<file path="src/rtl/std_fu_pkg.sv">
// Shared types and constants for the shared functional-unit sequencing controller.
// The divide-by-zero result is kept wide; users truncate it to their operand width.
package std_fu_pkg;

    typedef enum logic [1:0] {
        ADD = 2'd0,
        SUB = 2'd1,
        MUL = 2'd2,
        DIV = 2'd3
    } fu_op_e;

    typedef enum logic [1:0] {
        IDLE = 2'd0,
        EXEC = 2'd1,
        DONE = 2'd2
    } fu_state_e;

    localparam int unsigned DIV0_MAX_W = 256;
    localparam logic [DIV0_MAX_W-1:0] DIV0_RESULT = '1;

endpackage

</file>
<file path="src/rtl/std_rr_arbiter.sv">
// Combinational round-robin picker: first set request at or after ptr, wrapping.
// The pointer register lives in the parent.
module std_rr_arbiter #(
    parameter int unsigned num_req = 4
) (
    input  logic [num_req-1:0]         req,
    input  logic [$clog2(num_req)-1:0] ptr,
    output logic [num_req-1:0]         grant,
    output logic [$clog2(num_req)-1:0] grant_idx,
    output logic                       any
);

    localparam int unsigned IW = $clog2(num_req);

    logic [IW:0] pos;

    always_comb begin
        grant     = '0;
        grant_idx = '0;
        any       = 1'b0;
        pos       = '0;
        for (int unsigned k = 0; k < num_req; k++) begin
            pos = {1'b0, ptr} + (IW+1)'(k);
            if (pos >= (IW+1)'(num_req)) begin
                pos = pos - (IW+1)'(num_req);
            end
            if (!any && req[pos[IW-1:0]]) begin
                grant[pos[IW-1:0]] = 1'b1;
                grant_idx          = pos[IW-1:0];
                any                = 1'b1;
            end
        end
    end

endmodule

</file>
<file path="src/rtl/std_fu_arbiter.sv">
// Shares one external arithmetic unit among num_req requesters: round-robin grant,
// registered operands, latency-cycle drive of the unit, one-cycle response pulse.
module std_fu_arbiter
    import std_fu_pkg::*;
#(
    parameter int unsigned width   = 32,
    parameter int unsigned num_req = 4,
    parameter int unsigned latency = 1
) (
    input  logic                     clk,
    input  logic                     reset,
    input  logic [num_req-1:0]       req_valid,
    input  logic [2*num_req-1:0]     req_op,
    input  logic [width*num_req-1:0] req_left,
    input  logic [width*num_req-1:0] req_right,
    output logic [num_req-1:0]       req_ready,
    output logic [num_req-1:0]       resp_valid,
    output logic [width-1:0]         resp_out,
    output logic                     resp_err,
    output logic                     fu_valid,
    output logic [1:0]               fu_op,
    output logic [width-1:0]         fu_left,
    output logic [width-1:0]         fu_right,
    input  logic                     fu_ready,
    input  logic [width-1:0]         fu_out
);

    localparam int unsigned IW = $clog2(num_req);
    localparam int unsigned CW = (latency > 1) ? $clog2(latency) : 1;
    localparam logic [CW-1:0] LAST = CW'(latency - 1);

    fu_state_e        state, state_n;
    logic [IW-1:0]    ptr, gidx, ptr_next;
    logic [CW-1:0]    cnt;
    fu_op_e           op_r;
    logic [width-1:0] left_r, right_r, result_r;
    logic             err_r;

    logic [num_req-1:0] arb_grant;
    logic [IW-1:0]      arb_idx;
    logic               arb_any;

    logic [1:0]       op_slice    [num_req];
    logic [width-1:0] left_slice  [num_req];
    logic [width-1:0] right_slice [num_req];

    fu_op_e           sel_op;
    logic [width-1:0] sel_left, sel_right;
    logic             div0;

    for (genvar i = 0; i < num_req; i++) begin : g_slice
        assign op_slice[i]    = req_op[2*i +: 2];
        assign left_slice[i]  = req_left[width*i +: width];
        assign right_slice[i] = req_right[width*i +: width];
    end

    std_rr_arbiter #(.num_req(num_req)) u_rr (
        .req       (req_valid),
        .ptr       (ptr),
        .grant     (arb_grant),
        .grant_idx (arb_idx),
        .any       (arb_any)
    );

    assign sel_op    = fu_op_e'(op_slice[arb_idx]);
    assign sel_left  = left_slice[arb_idx];
    assign sel_right = right_slice[arb_idx];
    assign div0      = (sel_op == DIV) && (sel_right == '0);
    assign ptr_next  = (arb_idx == IW'(num_req - 1)) ? '0 : arb_idx + IW'(1);

    always_ff @(posedge clk) begin
        if (!reset) begin
            state    <= IDLE;
            ptr      <= '0;
            gidx     <= '0;
            cnt      <= '0;
            op_r     <= ADD;
            left_r   <= '0;
            right_r  <= '0;
            result_r <= '0;
            err_r    <= 1'b0;
        end else begin
            state <= state_n;
            unique case (state)
                IDLE: begin
                    if (arb_any) begin
                        gidx    <= arb_idx;
                        ptr     <= ptr_next;
                        op_r    <= sel_op;
                        left_r  <= sel_left;
                        right_r <= sel_right;
                        cnt     <= '0;
                        err_r   <= div0;
                        if (div0) begin
                            result_r <= width'(DIV0_RESULT);
                        end
                    end
                end
                EXEC: begin
                    // counter saturates at LAST; a low fu_ready there stalls the capture
                    if (cnt != LAST) begin
                        cnt <= cnt + 1'b1;
                    end else if (fu_ready) begin
                        result_r <= fu_out;
                    end
                end
                default: ;
            endcase
        end
    end

    // Pulse outputs are masked while reset is low so nothing is advertised in that cycle.
    always_comb begin
        state_n    = state;
        req_ready  = '0;
        resp_valid = '0;
        fu_valid   = 1'b0;
        unique case (state)
            IDLE: begin
                if (arb_any) begin
                    state_n = div0 ? DONE : EXEC;
                end
                if (reset) begin
                    req_ready = arb_grant;
                end
            end
            EXEC: begin
                if (cnt == LAST && fu_ready) begin
                    state_n = DONE;
                end
                fu_valid = reset;
            end
            DONE: begin
                state_n = IDLE;
                if (reset) begin
                    resp_valid = num_req'(1) << gidx;
                end
            end
            default: state_n = IDLE;
        endcase
    end

    assign fu_op    = op_r;
    assign fu_left  = left_r;
    assign fu_right = right_r;
    assign resp_out = result_r;
    assign resp_err = err_r;

endmodule
</file>
<file path="config.mk">
export PLATFORM = sky130hd
export DESIGN_NAME = std_fu_arbiter
export DESIGN_NICKNAME = d
export VERILOG_FILES = /design/src/rtl/std_fu_pkg.sv /design/src/rtl/std_rr_arbiter.sv /design/src/rtl/std_fu_arbiter.sv
export SDC_FILE = /design/constraint.sdc
export NUM_CORES = 1
export LEC_CHECK = 0
export ABC_CLOCK_PERIOD_IN_PS = 8700
export BUFFER_PORTS_ARGS = -buffer_cell sky130_fd_sc_hd__buf_2
export CAP_MARGIN = 20
export CORE_AREA = 2 2 160 162
export CTS_CLUSTER_SIZE = 10
export DETAILED_ROUTE_END_ITERATION = 12
export DIE_AREA = 0 0 162 164
export PLACE_DENSITY_LB_ADDON = 0.05
export SYNTH_ARGS = -nofsm -noshare
export SYNTH_HDL_FRONTEND = slang
export SYNTH_SLANG_ARGS = --single-unit
</file>
<file path="constraint.sdc">
create_clock -name clk -period 8.7 [get_ports clk]
set_input_delay 0.435 -clock clk [delete_from_list [all_inputs] [get_ports clk]]
set_output_delay 0.435 -clock clk [all_outputs]
set_load 0.03 [all_outputs]
</file>
==> results.toml, run 1 <==
[run_status]
outcome = "finished clean"

[clocking]
post_cts_buffers = 0
clockBufferDepth = 2
clkSinkCount = 105
clkTransAtPathRegs_ns = 0.09
cts-htree-levels = 3
postCtsResizedCells = 0
cts_root_buf = "clkbuf_16"
cts_tree = "built"
holdBufCountCts = 0
cts_buffers = 9
insertion_delay_ns = 0.37

[global_routing]
grtUsageTotal_pct = 21.99
antenna_found_initial = 6
met2_usage_pct = 38.05
grt_pass1_wl_mm = 45.48
globalRoute.busiestLayer = "met2"
gr-total-overflow = 0
use_met1_pct = 26.60
grt_pass1_vias = 8171
met3_usage_pct = 5.455
grt_max_degree = 83

[power_and_ir_drop]
cellPowerDensity_nw_per_um2 = 335.2
p_switching_mw = 1.670
p_int_mw = 1.511
ir_drop_mv = 0.1308
power_frac_clock_pct = 13.6
swShare_pct = 52.50
p_leak_nw = 4.691
power_frac_comb_pct = 64.5
power_mw = 3.181
p_seq_share_pct = 21.9

[synth]
synth_nets = 1324
synth-seq-cells = 105
ys.flop_type = "dfxtp_1"
ys_types = 59
synth_edf_count = 0
synth_warnings = 0
avgSynthCellArea_sq_um = 6.845
synth_area_leader_cell = "dfxtp_1"
synthArstFlopShare_pct = 0
synth.area.top_cells = "dfxtp_1 (30%), nand2_1 (13%), a21oi_1 (9.2%)"
synth_top_area_share_pct = 30.25
synthesis.area_sq_um = 6948
seq_area_frac_synth_pct = 30.25
synth_cells = 1015

[worst_hold_path]
hold_end = "resp_out[8]"
min_from = "fu_out[8]"
hold_depth = 3
hold_class = "in2reg"

[floorplan]
initial_core_util_pct = 27.99
die_h_um = 164
core_sq_um = 24820
num_rows = 58
io_pins = 411
dieWidth_um = 162
dieArea_sq_um = 26570

[drt]
via_per_inst = 5.002
ant_nets = 0
vias = 8494
drt-initial-drc-count = 510
dr.pass1.iters = 5
drc = 0
drt-total-wl_mm = 30.57
wire_per_inst_um = 18.00

[cells_and_area]
final_nets = 1668
fin_util_pct = 38.23
post_route_cells_drive_above_1_share_pct = 34.90
areaGrowthSynthToFinish_pct = 36.57
final.fill_count = 2766

[job]
drv_cap = 0

[timing]
slew_violations = 0
max_slew_margin_pct = 35.59
hold_violations = 0
finalSetupTns_ns = 0
final.setup_skew_ns = 0.01527
rsz0062_at_grt = "no"
finalCritPeriodShare_pct = 62.22
max_freq_ghz = 0.1847
setup_viol = 0
period_needed_ns = 5.414
tightest_slew_ns = 0.9661

[setup_path]
crit_required_ns = 8.99
r2r_setup_slack_ns = 3.29
r2r-end = "resp_out[19]"
endpoint_kind = "register"
cp_data_arrival_time_ns = 5.71
worst_setup_path_start_kind = "register"
r2r-start = "ptr[0]"
critPathMaxFanout = 54
worstSetupPathType = "reg2reg"
r2r_cells = 14

[place]
portBuffers = 410
dp_hpwl_mm = 23.48
place_congestion = 0.8380
cell families (layout without fill, tap and decap cells):
family | Yosys count | count (layout) | share of synthesized area [%]
adders and majority gates | 6 | 6 | 1.080
muxes | 55 | 55 | 8.824
AOI/OAI and AO/OA | 221 | 221 | 19.54
xor gates and xnor gates | 1 | 1 | 0.1261
and+or+nand+nor | 530 | 530 | 34.23
buffers and inverters | 97 | 446 | 5.943
other | 0 | 4 | 0
DFF | 105 | 105 | 30.25
synth_stat cells, types with 4 or more instances:
library cell  instances
a21oi_2              10
a22oi_1               5
o211ai_1              5
nand3_1             105
or2_2                 6
a311oi_1             15
mux2i_1              41
clkbuf_1             69
o21ai_0              18
ha_1                  6
mux2_1                4
nand2b_1              8
inv_1                 7
nor4_1               11
nor2_1               88
buf_6                 5
nor2b_1               6
a221oi_1              4
a211oi_1              5
nor3_1               25
nor3b_1               4
a21oi_1             128
nand2_1             243
a21o_1                8
dfxtp_1             105
buf_1                10
and3_1               14
or4_1                 4
mux2_2                6
mux4_2                4
area by class of cell:
type                       instances  area, sq um  area share [%]
multi-input combinational        813         4466           47.06
timing repair buffer             422         2155           22.71
sequential                       105         2102           22.15
tap                              330        412.9           4.351
clock buffer                       9        225.2           2.373
clock inverter                     7        88.84          0.9362
inverter                           8        30.03          0.3165
antenna                            4        10.01          0.1055
how the worst max path moves through the flow:
stage                      start            to  slack, ns  cells after the start
after global routing      ptr[0]   resp_out[9]       2.91                     14
after CTS                 ptr[0]  resp_out[19]       3.28                     14
after detailed placement  ptr[0]  resp_out[19]       3.31                     14
final                     ptr[0]  resp_out[19]       3.29                     14
after floorplan           ptr[0]  resp_out[22]       4.73                     15
after global placement    ptr[0]  resp_out[14]       2.78                     13
power by group through the flow:
stage,sequential [mW],clock [mW],combinational (mW)
floorplan,0.957,0,1.25
global placement,0.702,0,2.08
detailed placement,0.706,0,2.07
CTS,0.697,0.450,2.07
global route,0.714,0.469,2.27
finish,0.696,0.434,2.05
metrics by stage:
step                hold slack, ns  instance area [sq um]  std cells  setup slack [ns]
global route                0.2943                   9489       1698             2.915
global placement            0.4376                   9145       1677             2.781
finish                      0.3028                   9489       1698             3.286
floorplan                   0.4634                   6948       1015             4.725
detailed placement          0.4434                   9165       1678             3.310
CTS                         0.2907                   9479       1694             3.282
placed cells by master, fill, tap and decap left out, drive strengths merged, types with 6 or more instances in the layout:
cell type,Yosys,layout
nor2b,6,6
nor2,88,88
inv,8,13
buf,20,422
ha,6,6
mux2i,41,41
nand2,243,243
nor3,25,25
nor4,12,12
and3,14,14
o21ai,20,20
dfxtp,105,105
or2,6,6
a311oi,15,15
mux2,10,10
nand3,105,105
nand2b,8,8
clkbuf,69,9
a21oi,138,138
a21o,8,8
state kept, by name, indices dropped and copies added (netlist names):
name,cells
resp_out,32
fu_left,32
fu_right,32
state,2
fu_op,2
resp_err,1
gidx,2
ptr,2
routing by layer:
metal  part of all wire (%)  up-vias
li1                       -     4237
met1                     40     3894
met2                     50      316
met3                    7.7       43
met4                    2.4        4
met5                  0.085        -
critical path, stage by stage, from the launching register on:
cell and delay [ns]:
dfxtp_1 0.31, buf_4 0.32, inv_1 0.22, ha_1 0.50
mux4_2 0.63, or3b_1 0.22, and3_4 0.70, buf_4 0.61
mux2_1 0.37, o21ai_0 0.10, o2111ai_1 0.21, nor4_4 0.34
nand4_2 0.34, buf_12 0.30, a21oi_1 0.13
Note: power is estimated with default switching activity, not from simulation.
==> inputs of run 2 (changes only) <==
Settings changed: ABC_CLOCK_PERIOD_IN_PS 8700 to 5600.
Clock period 8.7 ns to 5.6 ns, I/O delays scaled along.
==> run 2 against run 1 <==
Global-route usage barely moved. Sequential share of layout area barely moved. Clock skew fell by 0.0049 ns. Hold slack got worse by 0.15 ns. Highest routed layer unchanged. Critical endpoint is now resp_out[15]. Clock-buffer cell count did not move. Largest power group unchanged. Non-clock buffer count rose by 3. Setup slack got worse by 2.8 ns. Cell area rose by 0.21%. Register-to-register slack got worse by 2.8 ns. Sequential power rose by 55%. Sequential cell count did not move. First-iteration DRC count rose by 6.9%.
==> results.toml, run 2 (synthesis gave the netlist of run 1 again) <==
[place]
postPlaceCellArea_sq_um = 9175
dp_hpwl_mm = 23.27
dpl_worst_slack_ns = 0.4751
portBuffers = 410
place_congestion = 0.8472
placed_cells = 1681

[run_status]
outcome = "finished clean"

[floorplan]
dieWidth_um = 162
io_pins = 411
die_h_um = 164
dieArea_sq_um = 26570
core_sq_um = 24820
initial_core_util_pct = 27.99
num_rows = 58

[cells_and_area]
final_nets = 1671
stdcell_count = 1705
final.fill_count = 2759
layout_common_cells = "buf_2 (410), nand2_1 (242), a21oi_1 (128)"
mostFrequentLayoutCell = "buf_2"
fin_area_sq_um = 9509
post_route_cells_drive_above_1_share_pct = 35.04
fin_util_pct = 38.31
areaGrowthSynthToFinish_pct = 36.86

[timing]
hold_violations = 0
period_needed_ns = 5.105
max_freq_ghz = 0.1959
setup_slack_ns = 0.4951
setup_viol = 0
final.setup_skew_ns = 0.01038
finalSetupTns_ns = 0
finalCritPeriodShare_pct = 91.16
whs_ns = 0.1521
tightest_slew_ns = 0.9802
rsz0062_at_grt = "no"
slew_violations = 0
max_slew_margin_pct = 34.66

[drt]
drc = 0
drt-met1-wl_mm = 12.73
via_per_inst = 4.955
wire_per_inst_um = 17.96
vias = 8448
dr.max_layer_used = "met5"
dr.pass1.iters = 5
wl_met2_mm = 15.24
wl_met3_mm = 2.109
drt-total-wl_mm = 30.62
ant_nets = 0
drt-initial-drc-count = 545

[setup_path]
critPathMaxStageDelay_ns = 0.83
crit_required_ns = 5.89
critPathMaxFanout = 68
worstSetupPathType = "reg2reg"
worst_setup_path_start_kind = "register"
r2r_cells = 13
cp_cell_sequence = "inv_1, ha_1, mux4_2, or3b_1, and3_4, buf_4, mux2_2, o21ai_0, o2111ai_1, nor4_4, nand4_2, buf_4, a21oi_1"
cp_data_arrival_time_ns = 5.40
endpoint_kind = "register"
r2r-end = "resp_out[15]"
cp_slowest_cell = "and3_4"
r2r-start = "ptr[1]"
crit_path_frequent_cell = "buf_4"
r2r_setup_slack_ns = 0.50

[global_routing]
gr-total-overflow = 0
grt_max_degree = 83
antenna_found_initial = 9
grtUsageTotal_pct = 21.95
grt_pass1_vias = 8063
grt_pass1_wl_mm = 45.42

[power_and_ir_drop]
p_seq_share_pct = 21.7
p_switching_mw = 2.600
power_frac_clock_pct = 13.6
swShare_pct = 52.43
ir_drop_mv = 0.2118
p_leak_nw = 4.700
power_frac_comb_pct = 64.7
cellPowerDensity_nw_per_um2 = 521.6
power_mw = 4.960
p_int_mw = 2.359

[clocking]
clkSinkCount = 105
cts_tree = "built"
holdBufCountCts = 0
postCtsResizedCells = 0
cts_root_buf = "clkbuf_16"
clkTransAtPathRegs_ns = 0.09
insertion_delay_ns = 0.36
clockBufferDepth = 2
cts-htree-levels = 3
cts_buffers = 9
post_cts_buffers = 0

[worst_hold_path]
hold_depth = 3
hold_end = "resp_out[26]"
hold_class = "in2reg"
min_from = "fu_out[26]"

[job]
drv_cap = 0
[run 2: worst max-delay path: cells and delay by family (launching register included)]
family | cells | cell delay (ns)
simple gates | 4 | 1.44
buf+inv | 3 | 0.98
mux | 2 | 0.98
flops | 1 | 0.60
compound gates | 3 | 0.50
fa+ha+maj | 1 | 0.48
[run 2: layer usage]
| metal | global-route usage [%] | vias to the layer above |
|---|---|---|
| li1 | - | 4252 |
| met1 | 26.47 | 3869 |
| met2 | 38.47 | 287 |
| met3 | 5.530 | 36 |
| met4 | 6.637 | 4 |
| met5 | 0 | - |
[run 2: worst max-delay path by stage]
stage | from | endpoint | slack, ns | cells after the start
floorplan | ptr[0] | resp_out[22] | 1.63 | 15
global placement | ptr[1] | resp_out[13] | 0.63 | 13
detailed placement | ptr[1] | resp_out[15] | 0.48 | 13
CTS | ptr[1] | resp_out[15] | 0.46 | 13
global route | ptr[1] | resp_out[1] | 0.14 | 13
finish | ptr[1] | resp_out[15] | 0.50 | 13
[run 2: area by class of cell]
class                           count  area [sq um]  share of cell area, %
Antenna cell                        8         20.02                 0.2105
Inverter                            8         30.03                 0.3158
Clock buffer                        9         225.2                  2.368
Tap cell                          330         412.9                  4.342
Clock inverter                      7         88.84                 0.9342
Timing Repair Buffer              425          2165                  22.76
Sequential cell                   105          2102                  22.11
Multi-Input combinational cell    813          4466                  46.96
[run 2: power by group through the flow]
stage | clock network, mW | registers, mW | logic (mW)
final | 0.676 | 1.08 | 3.21
after global routing | 0.727 | 1.10 | 3.55
after global placement | 0 | 1.09 | 3.24
after floorplan | 0 | 1.49 | 1.95
after CTS | 0.704 | 1.08 | 3.24
after detailed placement | 0 | 1.09 | 3.23
==> inputs of run 3 (changes only) <==
Settings changed: CELL_PAD_IN_SITES_DETAIL_PLACEMENT from default to 0, CELL_PAD_IN_SITES_GLOBAL_PLACEMENT from default to 1, CORE_AREA 2 2 160 162 to default, CORE_MARGIN from default to 2, CORE_UTILIZATION from default to 29, DIE_AREA 0 0 162 164 to default.
==> run 3 against run 2 <==
Clock skew increased by 0.0081 ns. Cell area shrank 0.33%. Sequential share of layout area rose by 0.073 points. Clock power rose by 0.7%. Register-to-register slack is essentially flat. Core utilization rose by 2.1 points. Sequential cell count did not move. Clock-buffer cell count unchanged. Non-clock buffer count shrank 3. Wire length is 0.88% higher. Largest cell class unchanged. Largest power group unchanged.
==> results.toml, run 3 (synthesis gave the netlist of run 1 again) <==
[timing]
period_needed_ns = 5.093
final.setup_skew_ns = 0.01843
rsz0062_at_grt = "no"
max_freq_ghz = 0.1964
finalSetupTns_ns = 0
tightest_slew_ns = 0.9802
setup_slack_ns = 0.5075
hold_violations = 0
setup_viol = 0
finalCritPeriodShare_pct = 90.94
slew_violations = 0
max_slew_margin_pct = 34.65

[drt]
via_per_inst = 5.039
wire_per_inst_um = 18.28
drc = 0
vias = 8516
drt-initial-drc-count = 627
drt-total-wl_mm = 30.89
ant_nets = 0
dr.pass1.iters = 5

[floorplan]
num_rows = 56
core_sq_um = 23470
die_h_um = 158.8
initial_core_util_pct = 29.60
dieWidth_um = 158.8
dieArea_sq_um = 25210
io_pins = 411

[global_routing]
grt_pass1_wl_mm = 47.64
antenna_found_initial = 9
gr-total-overflow = 0
grt_max_degree = 86
grt_pass1_vias = 8276
grtUsageTotal_pct = 23.92

[cells_and_area]
mostFrequentLayoutCell = "buf_2"
areaGrowthSynthToFinish_pct = 36.41
fin_area_sq_um = 9478
final_nets = 1668
stdcell_count = 1690
post_route_cells_drive_above_1_share_pct = 34.90
layout_common_cells = "buf_2 (410), nand2_1 (242), a21oi_1 (128)"
final.fill_count = 2588

[clocking]
clkSinkCount = 105
post_cts_buffers = 0
cts-htree-levels = 3
clkTransAtPathRegs_ns = 0.09
insertion_delay_ns = 0.37
cts_buffers = 9
postCtsResizedCells = 0
cts_root_buf = "clkbuf_16"
clockBufferDepth = 2
holdBufCountCts = 0
cts_tree = "built"

[setup_path]
worstSetupPathType = "reg2reg"
cp_data_arrival_time_ns = 5.39
r2r_setup_slack_ns = 0.51
worst_setup_path_start_kind = "register"
crit_required_ns = 5.90
endpoint_kind = "register"
critPathMaxFanout = 62

[worst_hold_path]
hold_class = "in2reg"

[power_and_ir_drop]
swShare_pct = 52.73
power_frac_clock_pct = 13.7
p_int_mw = 2.351
p_switching_mw = 2.622
ir_drop_mv = 0.3039
power_frac_comb_pct = 64.6
p_leak_nw = 4.689
p_seq_share_pct = 21.7
cellPowerDensity_nw_per_um2 = 524.7
power_mw = 4.973

[place]
place_congestion = 0.8486
portBuffers = 410
placed_cells = 1667
dpl_worst_slack_ns = 0.5188
postPlaceCellArea_sq_um = 9144
dp_hpwl_mm = 22.93

[run_status]
outcome = "finished clean"

[job]
drv_cap = 0
-- run 3: cell count changes in the layout (fill, tap and decap cells not counted) --
| cell | delta |
|---|---|
| buf_4 | -3 |
| clkinv_8 | +1 |
| diode_2 | -1 |
| inv_6 | +1 |
| inv_8 | -2 |
| nand2_2 | -1 |
| nand2_4 | +1 |
-- run 3: stage by stage --
stage | util [%] | hold WS, ns
2_1_floorplan | - | 0.4247
3_3_place_gp | 38.96 | 0.4381
3_5_place_dp | 38.96 | 0.4431
4_1_cts | 40.30 | 0.1321
5_1_grt | 40.37 | 0.1488
6_report | 40.38 | 0.1476
-- run 3: layout make-up --
type                       count  area (sq um)  area share (%)
clock inverter                 7         91.34          0.9637
multi-input combinational    813          4471           47.17
clock buffer                   9         225.2           2.376
tap                          319         399.1           4.211
inverter                       8         30.03          0.3168
antenna                        7         17.52          0.1848
sequential                   105          2102           22.18
timing repair buffer         422          2142           22.60
-- run 3: critical path: stages (launching register included) --
cell	delay (ns)
dfxtp_1	0.58
inv_1	0.19
ha_1	0.47
mux4_2	0.61
or3b_1	0.21
and3_4	0.80
buf_4	0.55
mux2_2	0.38
o21ai_0	0.10
o2111ai_1	0.20
nor4_4	0.27
nand4_2	0.12
buf_4	0.29
a21oi_1	0.18
-- run 3: per-layer routing --
metal	track usage, %	share of wire (%)	vias to the layer above
li1	-	-	4242
met1	28.96	42	3949
met2	41.60	49	284
met3	5.930	6.6	35
met4	7.381	1.9	6
met5	0	0.11	-
-- run 3: power by group through the flow --
stage	registers [mW]	logic [mW]	clock network, mW
detailed placement	1.10	3.25	0
CTS	1.08	3.25	0.705
global placement	1.09	3.24	0
floorplan	1.49	1.95	0
global route	1.11	3.55	0.730
finish	1.08	3.21	0.681
-- run 3: final timing paths --
kind,cells after the start,to,from
setup reg to reg,13,resp_out[3],ptr[1]
hold / removal,3,resp_out[23],fu_out[23]
setup / recovery,13,resp_out[3],ptr[1]
hold reg to reg,2,fu_left[3],fu_left[3]
